### src/rtl/pc_pkg.sv
// Shared definitions for the fetch PC generator: FSM encoding, PC step and alignment check.
package pc_pkg;

    typedef enum logic [1:0] {
        ST_BOOT  = 2'd0,
        ST_RUN   = 2'd1,
        ST_FAULT = 2'd2
    } pc_state_t;

    localparam int PC_STEP = 4;

    function automatic logic pc_aligned(input logic [1:0] lsb);
        return (lsb == 2'b00);
    endfunction

endpackage

### src/rtl/pc_ras.sv
// Circular return-address stack: push/pop/clear; top and empty are combinational from state.
// Latency: updates visible the cycle after the request. No backpressure: push when full overwrites oldest.
// Pop-then-push in one cycle replaces the top entry.
module pc_ras #(
    parameter int XLEN  = 32,
    parameter int DEPTH = 4
) (
    input  logic            Clk,
    input  logic            Reset,
    input  logic            push,
    input  logic            pop,
    input  logic            clr,
    input  logic [XLEN-1:0] push_dat,
    output logic [XLEN-1:0] top,
    output logic            empty
);

    localparam int AW = $clog2(DEPTH);
    localparam logic [AW:0] FULL = (AW+1)'(DEPTH);

    logic [XLEN-1:0] mem [DEPTH];
    logic [AW-1:0]   ptr;
    logic [AW:0]     count;
    logic            do_pop;
    logic [AW-1:0]   wr_idx;

    assign empty  = (count == '0);
    assign top    = mem[ptr - AW'(1)];
    assign do_pop = pop && !empty;
    // A simultaneous pop+push lands on the slot just vacated by the pop.
    assign wr_idx = do_pop ? (ptr - AW'(1)) : ptr;

    always_ff @(posedge Clk) begin
        if (push && !clr) begin
            mem[wr_idx] <= push_dat;
        end
    end

    always_ff @(posedge Clk or posedge Reset) begin
        if (Reset) begin
            ptr   <= '0;
            count <= '0;
        end else if (clr) begin
            ptr   <= '0;
            count <= '0;
        end else if (push && !do_pop) begin
            ptr   <= ptr + AW'(1);
            count <= (count == FULL) ? count : count + (AW+1)'(1);
        end else if (do_pop && !push) begin
            ptr   <= ptr - AW'(1);
            count <= count - (AW+1)'(1);
        end
    end

endmodule

### src/rtl/pc_gen.sv
// Fetch PC generator with trap > EX > ID redirect priority; optional RAS under PC_RAS_EN.
// Latency: 1 cycle from sampled redirect/advance to pc. Backpressure: holds pc while !fetch_ready or Stall.
// Misaligned redirect targets freeze fetch in FAULT until an aligned trap.
module pc_gen
    import pc_pkg::*;
#(
    parameter int              XLEN         = 32,
    parameter logic [XLEN-1:0] RESET_VECTOR = '0,
    parameter int              RAS_DEPTH    = 4
) (
    input  logic            Clk,
    input  logic            Reset,
    input  logic            Stall,
    input  logic            fetch_ready,
    output logic            fetch_valid,
    output logic [XLEN-1:0] pc,
    input  logic            trap_valid,
    input  logic [XLEN-1:0] trap_target,
    input  logic            ex_redirect,
    input  logic [XLEN-1:0] ex_target,
    input  logic            id_redirect,
    input  logic [XLEN-1:0] id_target,
    input  logic            id_call,
    input  logic            id_return,
    input  logic [XLEN-1:0] id_link,
    output logic            fault,
    output logic [XLEN-1:0] fault_addr
);

    pc_state_t       state, state_nxt;
    logic [XLEN-1:0] pc_nxt, fault_addr_nxt, tgt, ras_top;
    logic            fault_nxt, tgt_vld, id_sel, ras_empty;
    logic            ras_push, ras_pop, ras_clr;

    assign fetch_valid = (state == ST_RUN);

    always_comb begin
        state_nxt      = state;
        pc_nxt         = pc;
        fault_nxt      = fault;
        fault_addr_nxt = fault_addr;
        tgt            = '0;
        tgt_vld        = 1'b0;
        id_sel         = 1'b0;
        ras_push       = 1'b0;
        ras_pop        = 1'b0;
        ras_clr        = 1'b0;

        unique case (state)
            ST_BOOT: begin
                state_nxt = ST_RUN;
                if (trap_valid) begin
                    tgt_vld = 1'b1;
                    tgt     = trap_target;
                end
            end
            ST_RUN: begin
                if (trap_valid) begin
                    tgt_vld = 1'b1;
                    tgt     = trap_target;
                end else if (ex_redirect) begin
                    tgt_vld = 1'b1;
                    tgt     = ex_target;
                end else if (id_redirect) begin
                    tgt_vld = 1'b1;
                    id_sel  = 1'b1;
                    tgt     = (id_return && !ras_empty) ? ras_top : id_target;
                end else if (fetch_ready && !Stall) begin
                    pc_nxt = pc + XLEN'(PC_STEP);
                end
            end
            ST_FAULT: begin
                if (trap_valid) begin
                    tgt_vld = 1'b1;
                    tgt     = trap_target;
                end
            end
            default: state_nxt = ST_BOOT;
        endcase

        // A misaligned target never reaches pc or the stack; it is parked in fault_addr.
        if (tgt_vld) begin
            if (pc_aligned(tgt[1:0])) begin
                pc_nxt    = tgt;
                state_nxt = ST_RUN;
                fault_nxt = 1'b0;
                ras_clr   = trap_valid;
                ras_push  = id_sel && id_call;
                ras_pop   = id_sel && id_return;
            end else begin
                fault_nxt      = 1'b1;
                fault_addr_nxt = tgt;
                state_nxt      = ST_FAULT;
            end
        end
    end

    always_ff @(posedge Clk or posedge Reset) begin
        if (Reset) begin
            state      <= ST_BOOT;
            pc         <= RESET_VECTOR;
            fault      <= 1'b0;
            fault_addr <= '0;
        end else begin
            state      <= state_nxt;
            pc         <= pc_nxt;
            fault      <= fault_nxt;
            fault_addr <= fault_addr_nxt;
        end
    end

`ifdef PC_RAS_EN
    pc_ras #(
        .XLEN  (XLEN),
        .DEPTH (RAS_DEPTH)
    ) u_ras (
        .Clk      (Clk),
        .Reset    (Reset),
        .push     (ras_push),
        .pop      (ras_pop),
        .clr      (ras_clr),
        .push_dat (id_link),
        .top      (ras_top),
        .empty    (ras_empty)
    );
`else
    // Without a stack every return falls through to id_target.
    logic unused_ras;
    assign ras_top    = '0;
    assign ras_empty  = 1'b1;
    assign unused_ras = ^{ras_push, ras_pop, ras_clr, id_link, (RAS_DEPTH > 1)};
`endif

endmodule

### config.mk
export PLATFORM = sky130hd
export DESIGN_NAME = pc_gen
export DESIGN_NICKNAME = d
export VERILOG_FILES = /design/src/rtl/pc_pkg.sv /design/src/rtl/pc_ras.sv /design/src/rtl/pc_gen.sv
export SDC_FILE = /design/constraint.sdc
export NUM_CORES = 1
export LEC_CHECK = 0
export CORE_MARGIN = 4
export CORE_UTILIZATION = 42
export CTS_CLUSTER_DIAMETER = 50
export DETAILED_ROUTE_END_ITERATION = 10
export PLACE_DENSITY = 0.86
export SYNTH_ARGS = -nofsm -noshare
export SYNTH_HDL_FRONTEND = slang
export SYNTH_SLANG_ARGS = --single-unit
### constraint.sdc
create_clock -name Clk -period 3 [get_ports Clk]
set_input_delay 0.75 -clock Clk [delete_from_list [all_inputs] [get_ports Clk]]
set_output_delay 0.75 -clock Clk [all_outputs]
set_load 0.01 [all_outputs]
==> results.toml <==
[route]
vias_per_cell = 5.54
drt_drc_violations_left = 0
first_pass_iters = 5
routedWlPerCell_um = 18.8
vias = 4051
finalWirelength_mm = 13.8
drtIter0Drc = 207
ant_nets = 0

[layout]
n_antenna_cell = 0
num-fill-cells = 811
layout_commonest_cell = "clkdlybuf4s50_1"
final_cell_mix = "167 x clkdlybuf4s50_1, 67 x dfrtp_1, 30 x a221o_1, 29 x nand2_1, 25 x nor2_1"
fin_util_pct = 64.9
drive_above_1_share_pct = 12.0
fin_cells = 731
fin_area_um2 = 6430
fin_nets = 736
syn_to_final_growth_pct = 47.8

[place]
io_buffers = 168
gp_congestion = 0.873
post-place-ws_ps = 97.2
place_inst = 716
post_dp_cell_area_um2 = 6200
place_hpwl_mm = 10.7

[global_routing]
grt_max_degree = 59
grt_use_total_pct = 23.3
grt_pass1_vias = 4072
met2_usage_pct = 39.3
busiest_layer = "met2"
use_met3_pct = 5.40
grt_pass1_wl_mm = 21.1
antenna_found_initial = 0
use_met1_pct = 29.7
overflow = 0

[synthesis]
async_reset_ff_share_pct = 100
synth_area_um2 = 4350
postSynthAreaPerCell_um2 = 10.1
ys_seq_elements = 67
synth_cell_types = 43
synth_cells = 429
yosys_most_used_dff = "dfrtp_1"
yosys_warnings = 0
syn-num-nets = 571
synth_edf_count = 0
seq_area_frac_synth_pct = 38.6

[setup_path]
crit_required_ps = 2250
critical_path.max_fanout = 9
r2r_start = "state[1]"
critical_path.startpoint = "state[1]"
endpoint_kind = "primary output"
worstPathArrival_ps = 1840
crit_type = "flop to primary output"
start_kind = "flop"

[sta]
worst_clock_skew_ps = 7.61
setup_viol = 0
timing.fmax_mhz = 386
rsz0062_at_grt = "no"
timing.final.crit_share_pct = 86.3
maxSlewViolCount = 0
period_needed_ps = 2590
relSlewSlack_pct = 48.3
hold_viol_final = 0
whs_ps = 483
worst_pin_slew_ps = 769
fin_setup_tns_ps = 0
worst_slack_ps = 411

[min_path]
hold_start = "fault_addr[2]"
hold_class = "flop to flop"

[die]
boundaryPins = 203
initial_core_util_pct = 43.9
die_x_um = 110
rows = 36
fp.dieH_um = 110
die-area_um2 = 12000
core_um2 = 9910

[clock_network]
cts_hold_buf = 0
clock_sinks = 67
root_buffer = "clkbuf_8"
cts.reportedPaths.clkPinSlew_ps = 70
cts_tree = "yes"
post_cts_resized = 0
numCtsBuffers = 9
cts_buffer_depth = 2
htreeDepth = 3
post_cts_buffers = 0
clock_latency_ps = 350

[pwr]
p_total_mw = 5.30
p_leak_nw = 2.79
power_density_nw_per_um2 = 825
ir_drop_uv = 363

[status]
status = "finished clean"

[flow_run]
timing.max_cap.violations = 0
## worst paths after layout
kind,to,slack (ps),cells after the start
max,fetch_valid,410,3
min,fault_addr[2],480,2
max reg2reg,pc[5],610,8
min reg2reg,fault_addr[2],480,2
max in group asynchronous,fault_addr[12],1750,3
min in group asynchronous,pc[12],660,2
## per-layer routing
metal | routed length [um] | part of all wire [%]
met3 | 1120 | 8.2
met1 | 5610 | 41
met2 | 6800 | 49
met4 | 220 | 1.6
met5 | 0 | 0
## synthesized netlist by cell type, drive strengths merged, types with 14 or more instances
cell    number  area [um2]
xnor2       17         149
nand2       30         115
nand3       15        75.1
mux2i       14         140
buf         18         125
o21ai       20         104
a221o       30         300
dfrtp       67        1680
a21oi       16        80.1
clkbuf      14        52.6
a32oi       17         149
nor2        25        93.8
nand2b      16         100
nand4       14         103
inv         18        67.6
mux2        34         439
## critical path: stages, from the launching register on
cell	delay [ps]
dfrtp_1	410
inv_1	100
ha_1	350
clkdlybuf4s50_1	620
## kinds of logic (layout without fill, tap and decap cells)
kind of cell | count (synthesis) | count (layout) | share of synthesized area, %
xor gates and xnor gates | 29 | 29 | 5.84
and+or+nand+nor | 129 | 129 | 16.6
adders and majority gates | 5 | 5 | 1.44
muxes | 48 | 48 | 13.3
DFF | 67 | 67 | 38.6
buffers and inverters | 50 | 219 | 5.64
AOI/OAI and AO/OA | 101 | 101 | 18.6
## registers in the layout, indices dropped and copies added (netlist names)
signal      cells
fault           1
fault_addr     32
pc             32
state           2
## power breakdown
part	internal (mW)	leakage, nW	switching, mW
registers	1.24	0.868	0.320
clock network	0.509	0.115	0.346
logic	1.51	1.80	1.38
## layout make-up
cell class,count,area [um2],area share (%)
Timing Repair Buffer,186,1860,29.0
Clock buffer,11,151,2.36
Sequential cell,67,1680,26.1
Clock inverter,4,73.8,1.15
Inverter,18,67.6,1.05
Multi-Input combinational cell,312,2430,37.8
Tap cell,133,166,2.59
Power figures use the tool's default switching activity.
